### src/rtl/cordic_sequencer_if.sv
// Request/response handshake bundle for the CORDIC sin/cos sequencer.
// The master side issues angle requests and consumes results; the slave side is the sequencer.
interface cordic_sequencer_if #(
    parameter int WIDTH = 32
);
    logic             req_valid;
    logic             req_ready;
    logic [WIDTH-1:0] req_angle;
    logic             rsp_valid;
    logic             rsp_ready;
    logic [WIDTH-1:0] rsp_sin;
    logic [WIDTH-1:0] rsp_cos;
    logic             rsp_err;

    modport master (
        output req_valid, req_angle, rsp_ready,
        input  req_ready, rsp_valid, rsp_sin, rsp_cos, rsp_err
    );

    modport slave (
        input  req_valid, req_angle, rsp_ready,
        output req_ready, rsp_valid, rsp_sin, rsp_cos, rsp_err
    );
endinterface

### src/rtl/cordic_sequencer.sv
// Runs one sin/cos evaluation at a time: normalizer -> iterative CORDIC -> float converter.
// All outputs are registered; the FSM and every output register live in one clocked block.
module cordic_sequencer #(
    parameter int WIDTH      = 32,
    parameter int ITERATIONS = 24,
    parameter int ITER_W     = 5,
    parameter int CNT_W      = 16
) (
    input  logic                clk,
    input  logic                rst,
    input  logic                flush,
    cordic_sequencer_if.slave   bus,
    output logic [WIDTH-1:0]    norm_angle,
    input  logic [WIDTH-1:0]    norm_result,
    input  logic [2:0]          norm_flips,
    output logic                cordic_load,
    output logic [WIDTH-1:0]    cordic_z0,
    output logic                cordic_en,
    output logic [ITER_W-1:0]   cordic_iter,
    output logic [2:0]          flips_hold,
    input  logic [WIDTH-1:0]    conv_sin,
    input  logic [WIDTH-1:0]    conv_cos,
    output logic                busy,
    output logic [CNT_W-1:0]    op_count
);

    typedef enum logic [2:0] {IDLE, NORM, LOAD, ITER, CONV, RESP} state_t;

    localparam logic [ITER_W-1:0] LAST_ITER = ITER_W'(ITERATIONS - 1);

    state_t                   state_q;
    logic signed [WIDTH-1:0]  norm_angle_q;
    logic signed [WIDTH-1:0]  z0_q;
    logic [2:0]               flips_q;
    logic                     err_q;
    logic                     load_q;
    logic                     en_q;
    logic [ITER_W-1:0]        iter_q;
    logic                     req_ready_q;
    logic                     rsp_valid_q;
    logic [WIDTH-1:0]         rsp_sin_q;
    logic [WIDTH-1:0]         rsp_cos_q;
    logic                     rsp_err_q;
    logic                     busy_q;
    logic [CNT_W-1:0]         op_count_q;

    logic [ITER_W-1:0]        iter_d;
    logic [CNT_W-1:0]         op_count_d;

    // Flips are a signed 3-bit quadrant count; only -2..+2 are meaningful downstream.
    function automatic logic flips_legal(input logic [2:0] f);
        return (f != 3'b011) && (f != 3'b100) && (f != 3'b101);
    endfunction

    assign iter_d     = iter_q + 1'b1;
    assign op_count_d = op_count_q + 1'b1;

    always_ff @(posedge clk) begin
        if (rst) begin
            state_q      <= IDLE;
            norm_angle_q <= '0;
            z0_q         <= '0;
            flips_q      <= '0;
            err_q        <= 1'b0;
            load_q       <= 1'b0;
            en_q         <= 1'b0;
            iter_q       <= '0;
            req_ready_q  <= 1'b1;
            rsp_valid_q  <= 1'b0;
            rsp_sin_q    <= '0;
            rsp_cos_q    <= '0;
            rsp_err_q    <= 1'b0;
            busy_q       <= 1'b0;
            op_count_q   <= '0;
        end else if (flush) begin
            // Abort drops any pending response; latched data is left untouched.
            state_q     <= IDLE;
            load_q      <= 1'b0;
            en_q        <= 1'b0;
            iter_q      <= '0;
            req_ready_q <= 1'b1;
            rsp_valid_q <= 1'b0;
            busy_q      <= 1'b0;
        end else begin
            case (state_q)
                IDLE: begin
                    if (bus.req_valid) begin
                        norm_angle_q <= bus.req_angle;
                        req_ready_q  <= 1'b0;
                        busy_q       <= 1'b1;
                        state_q      <= NORM;
                    end
                end
                NORM: begin
                    z0_q    <= norm_result;
                    flips_q <= flips_legal(norm_flips) ? norm_flips : 3'b000;
                    err_q   <= !flips_legal(norm_flips);
                    load_q  <= 1'b1;
                    state_q <= LOAD;
                end
                LOAD: begin
                    load_q  <= 1'b0;
                    en_q    <= 1'b1;
                    iter_q  <= '0;
                    state_q <= ITER;
                end
                ITER: begin
                    if (iter_q == LAST_ITER) begin
                        en_q    <= 1'b0;
                        iter_q  <= '0;
                        state_q <= CONV;
                    end else begin
                        iter_q <= iter_d;
                    end
                end
                CONV: begin
                    rsp_sin_q   <= conv_sin;
                    rsp_cos_q   <= conv_cos;
                    rsp_err_q   <= err_q;
                    rsp_valid_q <= 1'b1;
                    state_q     <= RESP;
                end
                RESP: begin
                    if (bus.rsp_ready) begin
                        rsp_valid_q <= 1'b0;
                        op_count_q  <= op_count_d;
                        req_ready_q <= 1'b1;
                        busy_q      <= 1'b0;
                        state_q     <= IDLE;
                    end
                end
                default: begin
                    state_q     <= IDLE;
                    req_ready_q <= 1'b1;
                    busy_q      <= 1'b0;
                end
            endcase
        end
    end

    assign norm_angle    = norm_angle_q;
    assign cordic_load   = load_q;
    assign cordic_z0     = z0_q;
    assign cordic_en     = en_q;
    assign cordic_iter   = iter_q;
    assign flips_hold    = flips_q;
    assign busy          = busy_q;
    assign op_count      = op_count_q;
    assign bus.req_ready = req_ready_q;
    assign bus.rsp_valid = rsp_valid_q;
    assign bus.rsp_sin   = rsp_sin_q;
    assign bus.rsp_cos   = rsp_cos_q;
    assign bus.rsp_err   = rsp_err_q;

endmodule
### src/flat_wrapper.sv
// flat-port wrapper written by rule: the top's interface ports become plain ports
module cordic_sequencer_flat 
#(
    parameter int WIDTH      = 32,
    parameter int ITERATIONS = 24,
    parameter int ITER_W     = 5,
    parameter int CNT_W      = 16
)
  (clk, rst, flush, norm_angle, norm_result, norm_flips, cordic_load, cordic_z0, cordic_en, cordic_iter, flips_hold, conv_sin, conv_cos, busy, op_count, bus_req_valid, bus_req_angle, bus_rsp_ready, bus_req_ready, bus_rsp_valid, bus_rsp_sin, bus_rsp_cos, bus_rsp_err);
  cordic_sequencer_if #(.WIDTH(WIDTH)) bus_i ();
  input  logic clk;
  input  logic rst;
  input  logic flush;
  output logic [WIDTH-1:0] norm_angle;
  input  logic [WIDTH-1:0] norm_result;
  input  logic [2:0] norm_flips;
  output logic cordic_load;
  output logic [WIDTH-1:0] cordic_z0;
  output logic cordic_en;
  output logic [ITER_W-1:0] cordic_iter;
  output logic [2:0] flips_hold;
  input  logic [WIDTH-1:0] conv_sin;
  input  logic [WIDTH-1:0] conv_cos;
  output logic busy;
  output logic [CNT_W-1:0] op_count;
  input wire logic [$bits(bus_i.req_valid)-1:0] bus_req_valid;
  input wire logic [$bits(bus_i.req_angle)-1:0] bus_req_angle;
  input wire logic [$bits(bus_i.rsp_ready)-1:0] bus_rsp_ready;
  output wire logic [$bits(bus_i.req_ready)-1:0] bus_req_ready;
  output wire logic [$bits(bus_i.rsp_valid)-1:0] bus_rsp_valid;
  output wire logic [$bits(bus_i.rsp_sin)-1:0] bus_rsp_sin;
  output wire logic [$bits(bus_i.rsp_cos)-1:0] bus_rsp_cos;
  output wire logic [$bits(bus_i.rsp_err)-1:0] bus_rsp_err;
  assign bus_i.req_valid = bus_req_valid;
  assign bus_i.req_angle = bus_req_angle;
  assign bus_i.rsp_ready = bus_rsp_ready;
  assign bus_req_ready = bus_i.req_ready;
  assign bus_rsp_valid = bus_i.rsp_valid;
  assign bus_rsp_sin = bus_i.rsp_sin;
  assign bus_rsp_cos = bus_i.rsp_cos;
  assign bus_rsp_err = bus_i.rsp_err;
  cordic_sequencer #(.WIDTH(WIDTH), .ITERATIONS(ITERATIONS), .ITER_W(ITER_W), .CNT_W(CNT_W)) u_core (.clk(clk), .rst(rst), .flush(flush), .bus(bus_i), .norm_angle(norm_angle), .norm_result(norm_result), .norm_flips(norm_flips), .cordic_load(cordic_load), .cordic_z0(cordic_z0), .cordic_en(cordic_en), .cordic_iter(cordic_iter), .flips_hold(flips_hold), .conv_sin(conv_sin), .conv_cos(conv_cos), .busy(busy), .op_count(op_count));
endmodule
### config.mk
export PLATFORM = sky130hd
export DESIGN_NAME = cordic_sequencer_flat
export DESIGN_NICKNAME = d
export VERILOG_FILES = /design/src/rtl/cordic_sequencer_if.sv /design/src/rtl/cordic_sequencer.sv /design/src/flat_wrapper.sv
export SDC_FILE = /design/constraint.sdc
export NUM_CORES = 1
export LEC_CHECK = 0
export ABC_CLOCK_PERIOD_IN_PS = 4010
export CAP_MARGIN = 20
export CORE_MARGIN = 5
export CORE_UTILIZATION = 43
export CTS_BUF_LIST = sky130_fd_sc_hd__clkbuf_4 sky130_fd_sc_hd__clkbuf_8 sky130_fd_sc_hd__clkbuf_16
export DETAILED_ROUTE_END_ITERATION = 8
export MAX_ROUTING_LAYER = met4
export PLACE_DENSITY = 0.81
export SLEW_MARGIN = 10
export SYNTH_ARGS = -nofsm -noshare
export SYNTH_HDL_FRONTEND = slang
export SYNTH_SLANG_ARGS = --single-unit
### constraint.sdc
create_clock -name clk -period 4.01 [get_ports clk]
set_input_delay 0.6015 -clock clk [delete_from_list [all_inputs] [get_ports clk]]
set_output_delay 0.6015 -clock clk [all_outputs]
set_load 0.01 [all_outputs]
# Yosys cells after proc, flatten, opt, wreduce, memory -nomap -nowiden
# Index checks and enable logic that the tools add are counted.
dict set report word_totals {
  elab_cells 65
  input_bits 136
  output_inout_bits 158
  memories 0
  regBits 162
  rom_bits 0
  latch_bits 0
  mem_bits_rw 0
}
dict set report op_classes {
  eq_ne 12
  n_reduce_logical 17
  shifts 0
  mux 17
  n_addsub 2
  n_mul 0
  n_bitwise 2
  order_cmp 0
  n_div 0
}
# op n
set op_table {}
lappend op_table {{3-bit one-hot mux with 6 select lines} 1}
lappend op_table {{16-bit by 1-bit adder with 16-bit output (second input constant)} 1}
lappend op_table {{3-bit 2-to-1 mux} 4}
lappend op_table {{3-bit AND reduction} 4}
lappend op_table {{5-bit one-hot mux with 2 select lines} 1}
lappend op_table {{2-bit AND reduction} 4}
lappend op_table {{3-bit by 2-bit equality test with 1-bit output (second input constant)} 2}
lappend op_table {{3-bit equality test (second input constant)} 2}
lappend op_table {{3-bit != test (second input constant)} 2}
lappend op_table {{1-bit one-hot mux with 2 select lines} 3}
lappend op_table {{1-bit one-hot mux with 3 select lines} 2}
lappend op_table {{2-bit nonzero test} 3}
lappend op_table {{5-bit by 1-bit adder with 5-bit output (second input constant)} 1}
lappend op_table {{5-bit equality test (second input constant)} 1}
lappend op_table {{1-bit 2-to-1 mux} 5}
lappend op_table {{5-bit 2-to-1 mux} 1}
lappend op_table {{2-bit != test (second input constant)} 2}
lappend op_table {{4-bit OR reduction} 1}
lappend op_table {{3-bit by 1-bit equality test with 1-bit output (second input constant)} 1}
lappend op_table {{3-bit logical NOT} 1}
lappend op_table {{3-bit by 2-bit != test with 1-bit output (second input constant)} 1}
lappend op_table {{1-bit logical AND} 2}
lappend op_table {{2-bit by 1-bit != test with 1-bit output (second input constant)} 1}
lappend op_table {{1-bit inverter} 2}
lappend op_table {{2 further kinds} 2}

# Logic depth before layout (Yosys ltp)
# Gate-level depths: netlist (run 1).
dict set report logic_depth {
  ltp_word 4
  mapped_depth 7
  mapped_depth_nobuf 5
}

# Least setup slack after synthesis (run 1)
# No wires, ideal clock.
dict set report synth_timing {
  path_kind {input to register}
  startpoint {input port flush}
  endpoint {register u_core.op_count_q[15], in the netlist u_core.op_count[15]}
  t_arrival_ps 1615
  n_path_buf 0
  path_slack_ps 2325
  cell_stages 4
  setup_ps 70
  required_time_ps 3940
  cell_sequence {and4bb_2 -> nand4_4 -> or4_1 -> a21oi_1}
}
dict set report synth_via {
  elab_chain_cells 2
}
# element line_no
set synth_lines {}
lappend synth_lines {{from (decl)} flat_wrapper.sv:13} ;# input logic flush;
lappend synth_lines {{1-bit inverter (no line)} n/a}
lappend synth_lines {{3-bit AND reduction (no line)} n/a}
lappend synth_lines {{to (signal assigned)} cordic_sequencer.sv:126} ;# op_count_q <= op_count_d;
lappend synth_lines {{to (decl)} cordic_sequencer.sv:45} ;# logic [CNT_W-1:0] op_count_q;
# No other way between the ends.
# A chain may end at the register's enable or synchronous reset.

# Worst setup path in the final report (run 1)
dict set report layout_timing {
  startpoint {input port flush}
  endpoint {register u_core.rsp_cos_q[9], in the netlist u_core.bus.rsp_cos[9]}
}
dict set report layout_via {
  elab_chain_cells 2
}
# element line_no
set layout_lines {}
lappend layout_lines {{1-bit inverter (no line)} n/a}
lappend layout_lines {{2-bit AND reduction (no line)} n/a}
lappend layout_lines {{to (signal assigned)} cordic_sequencer.sv:118} ;# rsp_cos_q <= conv_cos;
lappend layout_lines {{to (decl)} cordic_sequencer.sv:42} ;# logic [WIDTH-1:0] rsp_cos_q;
# No other way between the ends.

==> results.md, run 1 <==
| Result | Reported | Unit |
| --- | --- | --- |
| Run status | completed | - |
| Detail-routed via count per cell | 4.93 | - |
| Number of sinks driven by the clock tree | 162 | - |
| Remaining antenna violation count after routing | 0 | - |
| Wirelength per Cell | 15.4 | um |
| Leakage Power | 3.31 | nW |
| Synthesis-to-finish area growth | 61.4 | % |
| Max-Slew Margin vs Limit | 48.3 | % |
| Worst Path Arrival | 2.63 | ns |
| Routed wire length | 18600 | um |
| Fin crit share | 57.3 | % |
| Number of DRC markers in iteration 0 | 339 | - |
| Overall power | 3.61 | mW |
| Pin count of the biggest net entering global routing | 59 | - |
| Synth area leader | sky130_fd_sc_hd__dfxtp_1 | - |
| Number of setup violations in the final report | 0 | - |
| CTS Root Buffer Type | sky130_fd_sc_hd__clkbuf_16 | - |
| Portion of the post-synthesis area used by sequential elements | 54.5 | % |
| Chain of cells forming the critical path | clkdlybuf4s50_1 > nor3_2 > nand2_2 > buf_4 > nand2_1 > a21oi_1 | - |
| Async set-reset flop share out of synthesis | 0 | % |
| Core Area | 0.0137 | mm2 |
| Top-Level Pins | 294 | - |
| Yosys top cell area share | 54.5 | % |
| CTS clock-pin slew for the worst setup and hold paths | 0.06 | ns |
| Global-route wire length before repair | 28200 | um |
| Width of the die | 128 | um |
| Number of hold-repair buffers added at the cts stage | 0 | - |
| Unique masters post-synth | 42 | - |
| Worst Tran Pin Value | 0.773 | ns |
| Fraction of layout instances using a drive strength above 1 | 4.95 | % |
| Nature of the critical path endpoint | flop | - |
| Number of diodes added for antenna fixing | 0 | - |
| Combined area of all synthesized cells | 0.00595 | mm2 |
| Number of synthesized register bits | 162 | - |
| Final weighted congestion in routability-driven placement | 0.846 | - |
| Average size of a mapped cell | 7.95 | um2 |
| Main synth FF type | sky130_fd_sc_hd__dfxtp_1 | - |
| Max Slew Vio Count | 0 | - |
| Shortest clock period the worst path allows after layout | 2.30 | ns |
| Setup repair after global routing missed its margin | false | - |
| Clock Tree Buf Depth | 2 | - |
| Global router's overall resource usage | 22.4 | % |
| Category of the worst setup path launch point | input pin | - |
| IR drop worst, VDD | 270 | uV |
| Detailed-routing iteration count for the pre-antenna-repair pass | 6 | - |
| Area share of fa/ha/maj cells after synthesis | 0.420 | % |
| CTS tree | built | - |
| Worst Path Class, Setup | input pin to flop | - |
| Post-synthesis share of cell area spent on xor and xnor gates | 1.03 | % |
| Post-CTS sizing | 0 | - |
| Clk_lat worst skew | 0.42 | ns |
| Combinational family with the most area after synthesis | simple AND/OR/NAND/NOR gates | - |
| Placement row count | 43 | - |
| Simple-gate share of the synthesized area | 24.9 | % |
| Number of antenna violations at the first check in global routing | 0 | - |
| Initial core utilization | 43.4 | % |
| Vias in the first global route | 5489 | - |
| Req. time, crit path | 4.35 | ns |
| FF-to-FF path depth | 5 | - |
| Largest driver fanout on the critical path | 40 | - |
| Class of the tightest hold or removal check | flop to flop | - |
| Max-Cap Viols | 0 | - |
| Hold_ws | 0.450 | ns |
| Number of hold violations in the final report | 0 | - |
| Vias after detailed routing | 5968 | - |
| Worst-case clock skew | 0.00870 | ns |
| Most area-consuming cells after synthesis | sky130_fd_sc_hd__dfxtp_1, sky130_fd_sc_hd__nand2_1, sky130_fd_sc_hd__a21oi_1, sky130_fd_sc_hd__clkbuf_1, sky130_fd_sc_hd__buf_2 | - |
| Residual overflow from global routing | 0 | - |
| Count of yosys warnings during synthesis | 0 | - |
| Total nets after synthesis | 887 | - |
| Total of fill cells in the finished design | 1087 | - |
| Number of instances in the synthesized netlist | 749 | - |
| Maximum clock frequency | 435 | MHz |
| Synthesized-area fraction occupied by ao, oa, aoi and oai cells | 14.8 | % |
| Die area | 0.0163 | mm2 |
| Final Net Count | 1156 | - |
| Critical path's slowest cell | sky130_fd_sc_hd__clkdlybuf4s50_1 | - |
| Number of remaining DRC errors | 0 | - |
| Most frequent cells in the layout | sky130_fd_sc_hd__clkdlybuf4s50_1, sky130_fd_sc_hd__nand2_1, sky130_fd_sc_hd__dfxtp_1 | - |
| CP max stage delay | 0.62 | ns |
| IO Port Bufs | 293 | - |
| Final HPWL from detailed placement | 13300 | um |
| Number of enable flip-flop cells after synthesis | 0 | - |
| Depth of the CTS H-tree | 4 | - |
| PwrDens | 376 | mW/mm2 |
| CTS Buf Count | 17 | - |
| Setup TNS after final layout | 0 | ns |
| Share of cell area taken by muxes after synthesis | 0.526 | % |
| Most common cell after layout, fill and taps aside | sky130_fd_sc_hd__clkdlybuf4s50_1 | - |
| Die height | 128 | um |
| Post-CTS repair timing setup buffer count | 0 | - |
| WHS Path Cells | 2 | - |
-- cell usage after synthesis, types with 3 or more instances --
library cell               instances
sky130_fd_sc_hd__a21oi_1         151
sky130_fd_sc_hd__and2_1            5
sky130_fd_sc_hd__buf_2            16
sky130_fd_sc_hd__clkbuf_1         36
sky130_fd_sc_hd__dfxtp_1         162
sky130_fd_sc_hd__nand2_1         276
sky130_fd_sc_hd__nand2b_1          5
sky130_fd_sc_hd__nand3_1           8
sky130_fd_sc_hd__nand4_1           6
sky130_fd_sc_hd__nor2_1           21
sky130_fd_sc_hd__o21ai_0           8
sky130_fd_sc_hd__o21ai_1           3
sky130_fd_sc_hd__or3_1             7
sky130_fd_sc_hd__xor2_1            5
-- path summary, 6_finish.rpt --
path | from | end | slack [ns]
setup / recovery | flush | u_core.bus.rsp_cos[9]$_SDFFE_PP0P_ | 1.71
hold / removal | u_core.flips_hold[0]$_SDFFE_PP0P_ | u_core.flips_hold[0]$_SDFFE_PP0P_ | 0.45
setup reg to reg | u_core.state_q[0]$_SDFFE_PP0P_ | u_core.bus.rsp_cos[9]$_SDFFE_PP0P_ | 1.78
hold reg to reg | u_core.flips_hold[0]$_SDFFE_PP0P_ | u_core.flips_hold[0]$_SDFFE_PP0P_ | 0.45
-- per-layer routing --
layer / GRT usage [%] / share of wire (%)
met1: 25.3 / 40
met2: 36.7 / 49
met3: 6.92 / 8.2
met4: 9.74 / 3.3
met5: - / 0
-- sequential cells by signal (all words and copies together) (netlist names) --
name,flops
u_core.cordic_load,1
u_core.cordic_iter,5
u_core.bus.rsp_valid,1
u_core.bus.rsp_sin,32
u_core.state_q,3
u_core.op_count,16
u_core.err_q,1
u_core.cordic_z0,32
u_core.bus.rsp_err,1
u_core.bus.req_ready,1
u_core.flips_hold,3
u_core.busy,1
u_core.norm_angle,32
u_core.cordic_en,1
u_core.bus.rsp_cos,32
-- metrics by stage --
step           utilization (%)  std cells  cell area (um2)  setup slack (ns)
3_3_place_gp              65.3       1176             8950              1.26
5_1_grt                   70.0       1210             9610              1.55
3_5_place_dp              65.5       1177             8980              1.20
4_1_cts                   69.7       1208             9560              1.58
6_report                  70.0       1210             9610              1.71
2_1_floorplan                -        749             5950              2.32
-- critical path, delay by kind of cell --
| family | cells | cell delay, ns |
|---|---|---|
| simple gates | 3 | 0.80 |
| buf+inv | 2 | 1.04 |
| compound gates | 1 | 0.17 |
-- area by class of cell --
type	count	area (um2)	share of cell area, %
repair buffers	303	3070	31.9
clock inverters	9	108	1.12
flip-flops and latches	162	3240	33.8
multi-input cells	532	2480	25.8
well taps	180	225	2.34
clock buffers	22	475	4.95
inverters	2	7.51	0.0781
-- power breakdown --
group / switching [mW] / leakage [nW] / internal, mW
Combinational: 0.146 / 1.71 / 0.215
Sequential: 0.0242 / 1.31 / 1.65
Clock: 0.614 / 0.286 / 0.964
-- logic make-up (layout without fill, tap and decap cells) --
logic type | Yosys count | in the layout
AO/OA/AOI/OAI | 171 | 171
AND/OR/NAND/NOR | 349 | 349
flip-flops | 162 | 162
buffers and inverters | 55 | 336
multiplexers | 3 | 3
XOR/XNOR | 7 | 7
adder cells (fa/ha/maj) | 2 | 2
(Power assumes the default switching activity.)
==> inputs of run 2 (changes only) <==
- ABC_CLOCK_PERIOD_IN_PS: 4010 -> 2350
- CORE_UTILIZATION: 43 -> 40
- PLACE_DENSITY: 0.81 -> 0.76
- clock period: 4.01 -> 2.35 ns (I/O delays scaled with it)
==> results.md, run 2 (synthesis results as in run 1) <==
| Result | Reported | Unit |
| --- | --- | --- |
| Run status | completed | - |
| CTS clock-pin slew for the worst setup and hold paths | 0.06 | ns |
| Placed Area | 0.00905 | mm2 |
| Die area | 0.0174 | mm2 |
| Setup repair after global routing missed its margin | false | - |
| Placement row count | 44 | - |
| Nature of the critical path endpoint | output pin | - |
| Core Area | 0.0146 | mm2 |
| Max-Slew Margin vs Limit | 59.2 | % |
| CTS Root Buffer Type | sky130_fd_sc_hd__clkbuf_16 | - |
| IO Port Bufs | 293 | - |
| Maximum clock frequency | 553 | MHz |
| Largest driver fanout on the critical path | 6 | - |
| Number of antenna violations at the first check in global routing | 1 | - |
| Number of hold violations in the final report | 0 | - |
| CP max stage delay | 0.61 | ns |
| PwrDens | 642 | mW/mm2 |
| Final weighted congestion in routability-driven placement | 0.777 | - |
| Depth of the CTS H-tree | 4 | - |
| Fraction of layout instances using a drive strength above 1 | 5.14 | % |
| Most frequent cells in the layout | sky130_fd_sc_hd__clkdlybuf4s50_1, sky130_fd_sc_hd__nand2_1, sky130_fd_sc_hd__dfxtp_1 | - |
| CTS Buf Count | 17 | - |
| Routed wire length | 18600 | um |
| IR drop worst, VDD | 485 | uV |
| Wirelength per Cell | 15.3 | um |
| Worst Path Arrival | 1.45 | ns |
| Fin crit share | 76.9 | % |
| Class of the tightest hold or removal check | input pin to flop | - |
| Remaining antenna violation count after routing | 0 | - |
| Global router's overall resource usage | 21.0 | % |
| Clock Tree Buf Depth | 2 | - |
| Max Slew Vio Count | 0 | - |
| Hold_ws | 0.237 | ns |
| Final HPWL from detailed placement | 13000 | um |
| Post-layout instance area | 0.00962 | mm2 |
| Total of fill cells in the finished design | 1250 | - |
| Number of remaining DRC errors | 0 | - |
| Worst-case clock skew | 0.0114 | ns |
| Synthesis-to-finish area growth | 61.7 | % |
| Top-Level Pins | 294 | - |
| Req. time, crit path | 2.00 | ns |
| Shortest clock period the worst path allows after layout | 1.81 | ns |
| Residual overflow from global routing | 0 | - |
| Chain of cells forming the critical path | clkdlybuf4s50_1 | - |
| Clk_lat worst skew | 0.42 | ns |
| Max-Cap Viols | 0 | - |
| Setup TNS after final layout | 0 | ns |
| Global-route wire length before repair | 28700 | um |
| Number of sinks driven by the clock tree | 162 | - |
| Die height | 132 | um |
| Post-CTS sizing | 0 | - |
| Worst Path Class, Setup | flop to output pin | - |
| Critical path's slowest cell | sky130_fd_sc_hd__clkdlybuf4s50_1 | - |
| Final Net Count | 1158 | - |
| Category of the worst setup path launch point | flop | - |
| Number of setup violations in the final report | 0 | - |
| Buffering stage count on the worst path with inverters included | 1 | - |
| Worst Tran Pin Value | 0.612 | ns |
| CP top delay family | buffers and inverters | - |
| Most common cell after layout, fill and taps aside | sky130_fd_sc_hd__clkdlybuf4s50_1 | - |
| Initial core utilization | 40.8 | % |
| CTS tree | built | - |
| Detail-routed via count per cell | 4.81 | - |
| Vias in the first global route | 5370 | - |
| Pin count of the biggest net entering global routing | 81 | - |
| Leakage Power | 3.32 | nW |
| Number of DRC markers in iteration 0 | 336 | - |
| Post-CTS repair timing setup buffer count | 0 | - |
| Number of hold-repair buffers added at the cts stage | 0 | - |
| Detailed-routing iteration count for the pre-antenna-repair pass | 4 | - |
| Vias after detailed routing | 5858 | - |
| Width of the die | 132 | um |
[run 2: worst paths after layout]
check                                                      start                                to  slack [ns]  depth (start not counted)
worst min register to register  u_core.cordic_z0[6]$_SDFFE_PP0P_  u_core.cordic_z0[6]$_SDFFE_PP0P_        0.45                          2
worst max-delay path             u_core.op_count[9]$_SDFFE_PP0P_                       op_count[9]        0.54                          1
worst max register to register    u_core.state_q[1]$_SDFFE_PP0P_  u_core.op_count[15]$_SDFFE_PP0P_        0.61                          4
worst min-delay path                                         rst  u_core.cordic_z0[6]$_SDFFE_PP0P_        0.24                          2
[run 2: power breakdown]
part           internal, mW  leakage [nW]  switching [mW]
clock network          1.63         0.292            1.08
registers              2.81          1.31          0.0339
logic                 0.369          1.72           0.254
[run 2: layout make-up]
type / count / area, um2 / share of cell area (%)
Tap cell: 184 / 230 / 2.39
Multi-Input combinational cell: 532 / 2480 / 25.8
Clock buffer: 22 / 469 / 4.88
Antenna cell: 1 / 2.50 / 0.0260
Sequential cell: 162 / 3240 / 33.7
Inverter: 2 / 7.51 / 0.0780
Clock inverter: 9 / 106 / 1.11
Timing Repair Buffer: 305 / 3080 / 32.0
[run 2: routing by layer]
layer	GRT usage [%]	routed length, um	up-vias
li1	-	-	2993
met3	6.79	1420	33
met1	24.3	7590	2623
met2	33.9	9060	209
met5	-	0	-
met4	8.34	514	0
[run 2: per-stage QoR]
stage                     worst slack, ns  util [%]  total power, mW  std cells
final                               0.543      66.0             6.18       1217
after global routing                0.453      66.0             6.42       1217
after CTS                           0.521      66.0             6.25       1216
after detailed placement            0.240      62.0             3.53       1185
after global placement              0.250      62.0             3.53       1185
after floorplan                     0.843         -             3.12        749
